**src/rtl/timer_pkg.sv**
```systemverilog
// Shared types for the alarm ringer: BCD digit, ringer state and tone-phase values.
package timer_pkg;

  typedef logic [3:0] bcd_t;

  typedef enum logic [1:0] {
    ST_IDLE   = 2'd0,
    ST_RING   = 2'd1,
    ST_SNOOZE = 2'd2
  } ringer_state_t;

  localparam logic TONE_LO = 1'b0;
  localparam logic TONE_HI = 1'b1;

endpackage

```
**src/rtl/alarm_match.sv**
```systemverilog
// Six-digit BCD time compare, qualified by the alarm-armed level.
module alarm_match
  import timer_pkg::*;
(
  input  logic alarm_on,
  input  bcd_t cur_hour1,
  input  bcd_t cur_hour2,
  input  bcd_t cur_min1,
  input  bcd_t cur_min2,
  input  bcd_t cur_sec1,
  input  bcd_t cur_sec2,
  input  bcd_t alm_hour1,
  input  bcd_t alm_hour2,
  input  bcd_t alm_min1,
  input  bcd_t alm_min2,
  input  bcd_t alm_sec1,
  input  bcd_t alm_sec2,
  output logic match
);

  assign match = alarm_on &&
                 (cur_hour1 == alm_hour1) && (cur_hour2 == alm_hour2) &&
                 (cur_min1  == alm_min1)  && (cur_min2  == alm_min2)  &&
                 (cur_sec1  == alm_sec1)  && (cur_sec2  == alm_sec2);

endmodule

```
**src/rtl/alarm_ringer.sv**
```systemverilog
// Alarm ringer FSM (IDLE/RING/SNOOZE) with alternating two-tone buzzer output.
// Snooze support is built only when ALARM_SNOOZE_EN is defined.
module alarm_ringer
  import timer_pkg::*;
#(
  parameter int RING_SEC   = 60,
  parameter int SNOOZE_SEC = 300,
  parameter int MAX_SNOOZE = 3
) (
  input  logic       clk,
  input  logic       rst,
  input  logic       tick_1hz,
  input  bcd_t       cur_hour1,
  input  bcd_t       cur_hour2,
  input  bcd_t       cur_min1,
  input  bcd_t       cur_min2,
  input  bcd_t       cur_sec1,
  input  bcd_t       cur_sec2,
  input  bcd_t       alm_hour1,
  input  bcd_t       alm_hour2,
  input  bcd_t       alm_min1,
  input  bcd_t       alm_min2,
  input  bcd_t       alm_sec1,
  input  bcd_t       alm_sec2,
  input  logic       alarm_on,
  input  logic       stop_btn,
  input  logic       snooze_btn,
  input  logic       tone_512,
  input  logic       tone_1k,
  output logic       beep_out,
  output logic       ringing,
  output logic       snoozing,
  output logic [1:0] snooze_cnt
);

  localparam int RW = $clog2(RING_SEC + 1);

  ringer_state_t   state, state_nx;
  logic [RW-1:0]   ring_cnt, ring_nx;
  logic            tone_phase, phase_nx;
  logic            match;

  alarm_match u_match (
    .alarm_on (alarm_on),
    .cur_hour1(cur_hour1), .cur_hour2(cur_hour2),
    .cur_min1 (cur_min1),  .cur_min2 (cur_min2),
    .cur_sec1 (cur_sec1),  .cur_sec2 (cur_sec2),
    .alm_hour1(alm_hour1), .alm_hour2(alm_hour2),
    .alm_min1 (alm_min1),  .alm_min2 (alm_min2),
    .alm_sec1 (alm_sec1),  .alm_sec2 (alm_sec2),
    .match    (match)
  );

`ifdef ALARM_SNOOZE_EN
  localparam int         SW      = $clog2(SNOOZE_SEC + 1);
  localparam logic [1:0] MAX_SNZ = 2'(MAX_SNOOZE);

  logic [SW-1:0] snz_cnt, snz_nx;
  logic [1:0]    snz_used, used_nx;
`else
  logic unused_snooze;
  assign unused_snooze = snooze_btn ^ ((SNOOZE_SEC + MAX_SNOOZE) > 0);
`endif

  always_ff @(posedge clk or negedge rst) begin
    if (!rst) begin
      state      <= ST_IDLE;
      ring_cnt   <= '0;
      tone_phase <= TONE_LO;
`ifdef ALARM_SNOOZE_EN
      snz_cnt    <= '0;
      snz_used   <= '0;
`endif
    end else begin
      state      <= state_nx;
      ring_cnt   <= ring_nx;
      tone_phase <= phase_nx;
`ifdef ALARM_SNOOZE_EN
      snz_cnt    <= snz_nx;
      snz_used   <= used_nx;
`endif
    end
  end

  // Disarming overrides everything; then stop, then snooze, then tick-driven moves.
  always_comb begin
    state_nx = state;
    ring_nx  = ring_cnt;
    phase_nx = tone_phase;
`ifdef ALARM_SNOOZE_EN
    snz_nx   = snz_cnt;
    used_nx  = snz_used;
`endif
    if (!alarm_on) begin
      state_nx = ST_IDLE;
    end else begin
      case (state)
        ST_IDLE: begin
          if (tick_1hz && match) begin
            state_nx = ST_RING;
            ring_nx  = '0;
            phase_nx = TONE_LO;
`ifdef ALARM_SNOOZE_EN
            used_nx  = '0;
`endif
          end
        end
        ST_RING: begin
          if (stop_btn) begin
            state_nx = ST_IDLE;
          end
`ifdef ALARM_SNOOZE_EN
          else if (snooze_btn && (snz_used < MAX_SNZ)) begin
            state_nx = ST_SNOOZE;
            used_nx  = snz_used + 2'd1;
            snz_nx   = '0;
          end
`endif
          else if (tick_1hz) begin
            ring_nx  = ring_cnt + 1'b1;
            phase_nx = ~tone_phase;
            if (ring_nx == RW'(RING_SEC)) state_nx = ST_IDLE;
          end
        end
`ifdef ALARM_SNOOZE_EN
        ST_SNOOZE: begin
          if (stop_btn) begin
            state_nx = ST_IDLE;
          end else if (tick_1hz) begin
            snz_nx = snz_cnt + 1'b1;
            if (snz_nx == SW'(SNOOZE_SEC)) begin
              state_nx = ST_RING;
              ring_nx  = '0;
              phase_nx = TONE_LO;
            end
          end
        end
`endif
        default: state_nx = ST_IDLE;
      endcase
    end
  end

  assign ringing  = (state == ST_RING);
  assign beep_out = ringing & ((tone_phase == TONE_HI) ? tone_1k : tone_512);

`ifdef ALARM_SNOOZE_EN
  assign snoozing   = (state == ST_SNOOZE);
  assign snooze_cnt = snz_used;
`else
  assign snoozing   = 1'b0;
  assign snooze_cnt = 2'b00;
`endif

endmodule
```
**config.mk**
```make
export PLATFORM = sky130hd
export DESIGN_NAME = alarm_ringer
export DESIGN_NICKNAME = d
export VERILOG_FILES = /design/src/rtl/timer_pkg.sv /design/src/rtl/alarm_match.sv /design/src/rtl/alarm_ringer.sv
export SDC_FILE = /design/constraint.sdc
export NUM_CORES = 1
export LEC_CHECK = 0
export CAP_MARGIN = 15
export CORE_MARGIN = 3
export CORE_UTILIZATION = 34
export DETAILED_ROUTE_END_ITERATION = 10
export GPL_TIMING_DRIVEN = 0
export PLACE_DENSITY = 0.85
export SLEW_MARGIN = 5
export SYNTH_ARGS = -nofsm -noshare
export SYNTH_HDL_FRONTEND = slang
export SYNTH_HIERARCHICAL = 1
export SYNTH_SLANG_ARGS = --single-unit
```
**constraint.sdc**
```tcl
create_clock -name clk -period 1.9 [get_ports clk]
set_input_delay 0.19 -clock clk [delete_from_list [all_inputs] [get_ports clk]]
set_output_delay 0.19 -clock clk [all_outputs]
set_load 0.01 [all_outputs]
```
==> summary.md <==
The final worst-path cycle share was 0.9573. The area of all placed cells without fillers is 1405 µm², and the switching share of power is 0.2349. In this run the power spent charging and discharging nets is 110.6 µW. The busiest metal layer after global routing was met2.

The tools report the kind of end point of the critical path as a flip-flop. From synthesis to final layout, the design area changed by 96.33%. The final standard cell utilization of the core was 0.7562. The share of total power in combinational logic is 0.364. In this run the cell area measured after placement is 1315 µm².

After global routing the overflow that remains totals 0. The internal power consumption is 360.1 µW. The maximum number of pins on one net before global-route repair was 10; the wire length of the first global-routing pass was 3525 µm.

The synthesized design contains 8 register bits. The synthesized netlist cell count is 81, and the number of distinct library cells after synthesis is 26. The predominant post-synthesis flop cell was sky130_fd_sc_hd__dfrtp_1. The total area inside the core boundary comes to 1858 µm². The depth of the worst register-to-register path works out to 4. The initial core utilization came out at 0.3852. At the end of the flow, the number of nets in the layout was 204. TritonCTS built the clock tree. After clock tree synthesis, the clock-pin slew on the worst setup and hold paths is 0.06 ns. 61 I/O pins were placed. The number of DRC violations after detailed-routing iteration 0 was 4.

In this run the critical register-to-register path is launched from state[0]. The run gives 0 as the final hold violation count. Setup repair after global routing left no endpoint under its margin. The mapped netlist covers 715.7 µm².

The later-pin clock latency in the skew report is 0.26 ns. A synthesized cell averages 8.836 µm². The final max-slew violation count was 0; the required time of the critical path was 2.09 ns. The worst register-to-register path has a setup slack of 0.52 ns.

The area enclosed by the die boundary is 2692 µm², and the worst-case clock buffer depth is 2. For the total clock buffers created by CTS, the log shows 3. The power share of the sequential group came out at 0.362. The share of synthesized flip-flops with an asynchronous set or reset was 1.000. The sequential element share of the synthesized area is 0.2797.

The number of synthesized flops with an enable pin is 0, and the row count is 15. The DRC violations left was 0. After detailed routing, the total wire length is 2294 µm. The pre-antenna-repair detailed-routing pass consisted of 4 iterations. The antenna diode count was 0.

Across the VDD grid, the largest voltage drop is 0.2571 mV. The logs give 0 for the number of max-cap violations and 0.274 for the fraction of power consumed by the clock network. Counting every sink on the clock net gives 8. The count of buffers from port buffering is 56, and the met3 track utilization from global routing is 0.06590. Based on the critical path, the design can be clocked at up to 0.5498 GHz. The deepest level of the CTS H-tree was 1; the number of antenna-violating nets in the routed design was 0. The worst path meets setup with 0.08121 ns of slack.

For the count of endpoints failing setup in the final report, the log shows 0. In this run the clock root is driven by a sky130_fd_sc_hd__clkbuf_4. In this run, post-CTS hold repair placed 0 buffers. The run finished with clean final reports. The tools report the via count of the first global-routing pass as 832. The vias per cell is 4.771, and the layout cell share with drive strength beyond 1 is 0.08276. The kind of launch point of the worst setup path is an input port.

The clock period could shrink to 1.819 ns. The tools report the met2 usage in global routing as 0.3473. The placed wire-length estimate after detailed placement is 1942 µm, and the warning count from the yosys run is 6.

In the final routed layout, each cell accounts on average for 13.49 µm. The vertical extent of the die is 51.88 µm, and the worst clock skew is 0.007648 ns. At the placement stage, the worst setup path has a slack of -0.4106 ns. For the number of antenna violations at the first check in global routing, the log shows 0. The tools report the global-route total usage across every layer as 0.1790. The tools report the final RePlAce weighted congestion as 0.8181.

The worst setup path is of the input port to flip-flop kind. The horizontal extent of the die was 51.88 µm; the ratio of total power to cell area was 335.0 nW/µm². The arrival time at the worst endpoint was 2.00 ns; the met1 track demand over resource in global routing was 0.1658. The largest fanout on the critical path was 6.

The routed layout has 811 vias. In this run the static leakage power is 0.0006670 µW. The worst min-delay path class was input port to asynchronous set/reset pin.

The endpoint identified for the worst register-to-register timing path is ring_cnt[5].
## Yosys cell counts (2+ instances only)
master / number / share of area
sky130_fd_sc_hd__buf_4: 3 / 0.031
sky130_fd_sc_hd__dfrtp_1: 8 / 0.28
sky130_fd_sc_hd__nand2_1: 7 / 0.037
sky130_fd_sc_hd__nand3_1: 5 / 0.035
sky130_fd_sc_hd__nand3b_1: 2 / 0.021
sky130_fd_sc_hd__nand4_1: 3 / 0.026
sky130_fd_sc_hd__nand4b_1: 2 / 0.024
sky130_fd_sc_hd__nor4_1: 3 / 0.026
sky130_fd_sc_hd__o21ai_0: 8 / 0.056
sky130_fd_sc_hd__xnor2_1: 9 / 0.11
sky130_fd_sc_hd__xor2_1: 16 / 0.20
## critical path, stage by stage
cell                              delay, ns
sky130_fd_sc_hd__clkdlybuf4s50_1       0.41
sky130_fd_sc_hd__xnor2_1               0.21
sky130_fd_sc_hd__nand4_1               0.18
sky130_fd_sc_hd__nor4_4                0.36
sky130_fd_sc_hd__o2111ai_4             0.19
sky130_fd_sc_hd__or3_1                 0.38
sky130_fd_sc_hd__nand3_1               0.08
## cell type report
cell class / count / area [µm²]
tap: 25 / 31.28
fill: 141 / 452.9
buffer: 3 / 22.52
timing repair buffer: 59 / 601.8
inverter: 1 / 3.754
sequential: 8 / 200.2
clock buffer: 3 / 22.52
multi-input combinational: 71 / 523.0
## sequential cells by signal, summed over array words and instances, names as in the netlist
name / cells
tone_phase: 1
ring_cnt: 6
state: 1
## worst max path at each step
stage                  end  cells after the start         start
3_5_place_dp   ring_cnt[2]                      8   alm_sec2[0]
3_3_place_gp   ring_cnt[2]                      8   alm_sec2[0]
2_1_floorplan  ring_cnt[2]                      7   alm_sec2[0]
6_report       ring_cnt[2]                      7  alm_hour2[0]
4_1_cts        ring_cnt[2]                      8   alm_sec1[0]
5_1_grt        ring_cnt[2]                      7   alm_min1[1]
## power groups by stage
| stage | clock network (µW) | registers, µW | logic (µW) |
|---|---|---|---|
| floorplan | 0 | 174 | 49.9 |
| global placement | 0 | 173 | 176 |
| detailed placement | 0 | 173 | 181 |
| CTS | 135 | 170 | 173 |
| global route | 143 | 170 | 184 |
| finish | 129 | 171 | 171 |
## stage by stage
stage               hold slack [ns]  TNS (ns)  power, µW  cells
detailed placement           0.4914    -1.793      354.3    164
finish                       0.2093         0      470.7    170
global placement             0.4712    -1.574      349.0    164
global route                 0.2363         0      497.7    170
CTS                          0.2185         0      479.4    170
floorplan                   -0.1056         0      223.5     83
## cell usage in the layout (no fill, tap or decap), types with 2 or more instances in the layout
| cell type | count |
|---|---|
| sky130_fd_sc_hd__dlymetal6s2s_1 | 12 |
| sky130_fd_sc_hd__buf_4 | 5 |
| sky130_fd_sc_hd__nor4_1 | 2 |
| sky130_fd_sc_hd__xnor2_1 | 9 |
| sky130_fd_sc_hd__clkbuf_4 | 3 |
| sky130_fd_sc_hd__xor2_1 | 16 |
| sky130_fd_sc_hd__nand3b_1 | 2 |
| sky130_fd_sc_hd__nand2_1 | 7 |
| sky130_fd_sc_hd__dlygate4sd2_1 | 12 |
| sky130_fd_sc_hd__o21ai_0 | 7 |
| sky130_fd_sc_hd__nand4_1 | 3 |
| sky130_fd_sc_hd__nand4b_1 | 2 |
| sky130_fd_sc_hd__nand3_1 | 5 |
| sky130_fd_sc_hd__dfrtp_1 | 8 |
| sky130_fd_sc_hd__conb_1 | 3 |
| sky130_fd_sc_hd__clkdlybuf4s50_1 | 32 |
## kinds of logic (layout without fill, tap and decap cells)
| kind of cell | Yosys count | in the layout | synth area share |
|---|---|---|---|
| AOI/OAI and AO/OA | 11 | 11 | 0.09616 |
| xor gates and xnor gates | 25 | 25 | 0.3059 |
| adders and majority gates | 1 | 1 | 0.01748 |
| buffers and inverters | 4 | 66 | 0.03671 |
| DFF | 8 | 8 | 0.2797 |
| muxes | 1 | 1 | 0.01399 |
| other | 1 | 3 | 0.005240 |
| and+or+nand+nor | 30 | 30 | 0.2448 |
## per-layer routing
| metal | part of all wire | wire [µm] |
|---|---|---|
| met1 | 0.34 | 787 |
| met2 | 0.57 | 1313 |
| met3 | 0.060 | 138 |
| met4 | 0.024 | 54 |
| met5 | 0 | 0 |
## timing repair
action,CTS,global route
pin swaps,9,10
resized for setup,13,16
setup endpoints to repair,3,7
buffers inserted,3,0
(Power assumes the default switching activity.)
==> RTL change: new RTL, same settings <==
Make the reset (`rst`) synchronous in one clocked block.
--- a/src/rtl/alarm_ringer.sv
+++ b/src/rtl/alarm_ringer.sv
@@ -62,7 +62,7 @@
   assign unused_snooze = snooze_btn ^ ((SNOOZE_SEC + MAX_SNOOZE) > 0);
 `endif
 
-  always_ff @(posedge clk or negedge rst) begin
+  always_ff @(posedge clk) begin
     if (!rst) begin
       state      <= ST_IDLE;
       ring_cnt   <= '0;
Check against the original RTL: differs if rst is asserted again (counterexample within 4 cycles, from zero or initial values and one cycle with rst low); with rst held inactive, the same outputs for 10 cycles.
==> RTL change against the unedited design <==
Synthesized area rose by 5.1%. Largest cell class unchanged. Sequential share of layout area fell by 3.3 points. Sequential cell count did not move. Worst setup slack improved by 0.023 ns. Synthesized cell count rose by 7.4%. Largest power group is now combinational logic. Combinational power rose by 5%. Core utilization fell by 3.4 points. Via count rose by 12%. Global-route usage fell by 1.5 points. Cell area rose by 3.9%. Total power rose by 2.1%. Clock skew fell by 0.0057 ns. Wire length fell by 3.9%.
==> RTL change: results (changes against the unedited design) <==
* Path type of the worst min-delay path: reg2reg (was in2async)
* Worst vdd ir at 343 uV (was 257 uV)
* Vias per Instance at 5.15 (was 4.77)
* Global-route wire length before repair at 3430 um (was 3530 um)
* Drt first-iter violations at 11 (was 4)
* Async S/R FF share, synth at 0 (was 1.00)
* Number of buffers added by the clock tree synthesis step at 3 (unchanged)
* Total Nets Final at 208 (was 204)
* Most used flip-flop cell after synthesis: sky130_fd_sc_hd__dfxtp_1 (was sky130_fd_sc_hd__dfrtp_1)
* Count of cell types in the netlist at 31 (was 26)
* Layout cell share with drive strength beyond 1 at 0.107 (was 0.0828)
* Maximum number of pins on one net before global-route repair at 11 (was 10)
* Worst Clk Skew at 0.00199 ns (was 0.00765 ns)
* Final weighted congestion in routability-driven placement at 0.743 (was 0.818)
* Post-detailed-routing wire length at 2210 um (was 2290 um)
* Area contributors post-synth: sky130_fd_sc_hd__dfxtp_1 (21%), sky130_fd_sc_hd__xor2_1 (17%), sky130_fd_sc_hd__xnor2_1 (10%) (was sky130_fd_sc_hd__dfrtp_1 (28%), sky130_fd_sc_hd__xor2_1 (20%), sky130_fd_sc_hd__xnor2_1 (11%))
* Most used standard cells in the synthesized netlist: sky130_fd_sc_hd__xor2_1 (15), sky130_fd_sc_hd__xnor2_1 (9), sky130_fd_sc_hd__dfxtp_1 (8) (was sky130_fd_sc_hd__xor2_1 (16), sky130_fd_sc_hd__xnor2_1 (9), sky130_fd_sc_hd__dfrtp_1 (8), sky130_fd_sc_hd__o21ai_0 (8), sky130_fd_sc_hd__nand2_1 (7))
* Placed cell count at 172 (was 164)
* Post-detailed-route wirelength per cell at 12.5 um (was 13.5 um)
* Mean instance size in the synthesized netlist at 8.64 um^2 (was 8.84 um^2)
* Portion of the post-synthesis area used by sequential elements at 0.213 (was 0.280)
* Sum of net half-perimeters after detailed placement at 1880 um (was 1940 um)
* Global-route usage over all layers at 0.164 (was 0.179)
* Run status: finished clean (unchanged)
* Worst Path Arrival at 1.93 ns (was 2.00 ns)
* Static Leak at 0.000663 uW (was 0.000667 uW)
* Number of global-route vias before repair at 898 (was 832)
* Highest net fanout along the worst path at 4 (was 6)
RTL change: changes by cell type after synthesis, moves of 5 or more:
cell and delta:
sky130_fd_sc_hd__o21ai_0 -8, sky130_fd_sc_hd__dfrtp_1 -8, sky130_fd_sc_hd__dfxtp_1 +8, sky130_fd_sc_hd__a21oi_1 +5
RTL change: worst paths after layout:
| kind | startpoint | endpoint | slack, ns |
|---|---|---|---|
| worst max-delay path | alm_min2[0] | tone_phase | 0.10 |
| worst min register to register | ring_cnt[0] | ring_cnt[0] | 0.52 |
| worst max register to register | state[0] | ring_cnt[4] | 0.56 |
| worst min-delay path | ring_cnt[0] | ring_cnt[0] | 0.52 |
RTL change: layout make-up:
class / count / area share
plain buffers: 4 / 0.0231
repair buffers: 57 / 0.418
clock buffers: 3 / 0.0154
inverters: 1 / 0.00257
flip-flops and latches: 8 / 0.110
multi-input cells: 76 / 0.408
well taps: 27 / 0.0231
RTL change: metal layers:
metal | track usage | up-vias | part of all wire
li1 | - | 442 | -
met3 | 0.0394 | 4 | 0.091
met1 | 0.164 | 406 | 0.34
met5 | 0 | - | 0
met2 | 0.318 | 55 | 0.56
met4 | 0.0638 | 0 | 0.013
RTL change: metrics by stage:
stage / instance area, um^2 / setup slack (ns) / TNS, ns / total power [uW]
floorplan: 759 / 0.310 / 0 / 224
global placement: 1350 / -0.324 / -1.67 / 348
detailed placement: 1350 / -0.346 / -1.86 / 353
CTS: 1380 / 0.00827 / 0 / 485
global route: 1460 / -0.0100 / -0.0100 / 504
finish: 1460 / 0.104 / 0 / 481
RTL change: timing repair:
| action | CTS | global route |
|---|---|---|
| setup buffers | 1 | 0 |
| gates resized for setup | 0 | 23 |
| setup endpoints to repair | 4 | 7 |
| pin swaps | 1 | 14 |
RTL change: kinds of logic after synthesis:
family	Yosys count	share of synthesized area
and+or+nand+nor	32	0.258
xor gates and xnor gates	24	0.280
AOI/OAI and AO/OA	14	0.151
DFF	8	0.213
buffers and inverters	5	0.0499
muxes	2	0.0266
adders and majority gates	1	0.0166
other	1	0.00499
RTL change: power breakdown:
group | internal (uW) | switching, uW
logic | 125 | 54.5
registers | 168 | 0.00000116
clock network | 72.5 | 61.2
total | 365 | 116
RTL change: critical path, cell delays in order:
cell                              delay, ns
sky130_fd_sc_hd__clkdlybuf4s50_1       0.41
sky130_fd_sc_hd__xor2_1                0.14
sky130_fd_sc_hd__nor4_1                0.28
sky130_fd_sc_hd__nand3_1               0.16
sky130_fd_sc_hd__nor4_4                0.22
sky130_fd_sc_hd__nor2_4                0.09
sky130_fd_sc_hd__o31ai_1               0.31
sky130_fd_sc_hd__a21oi_1               0.11
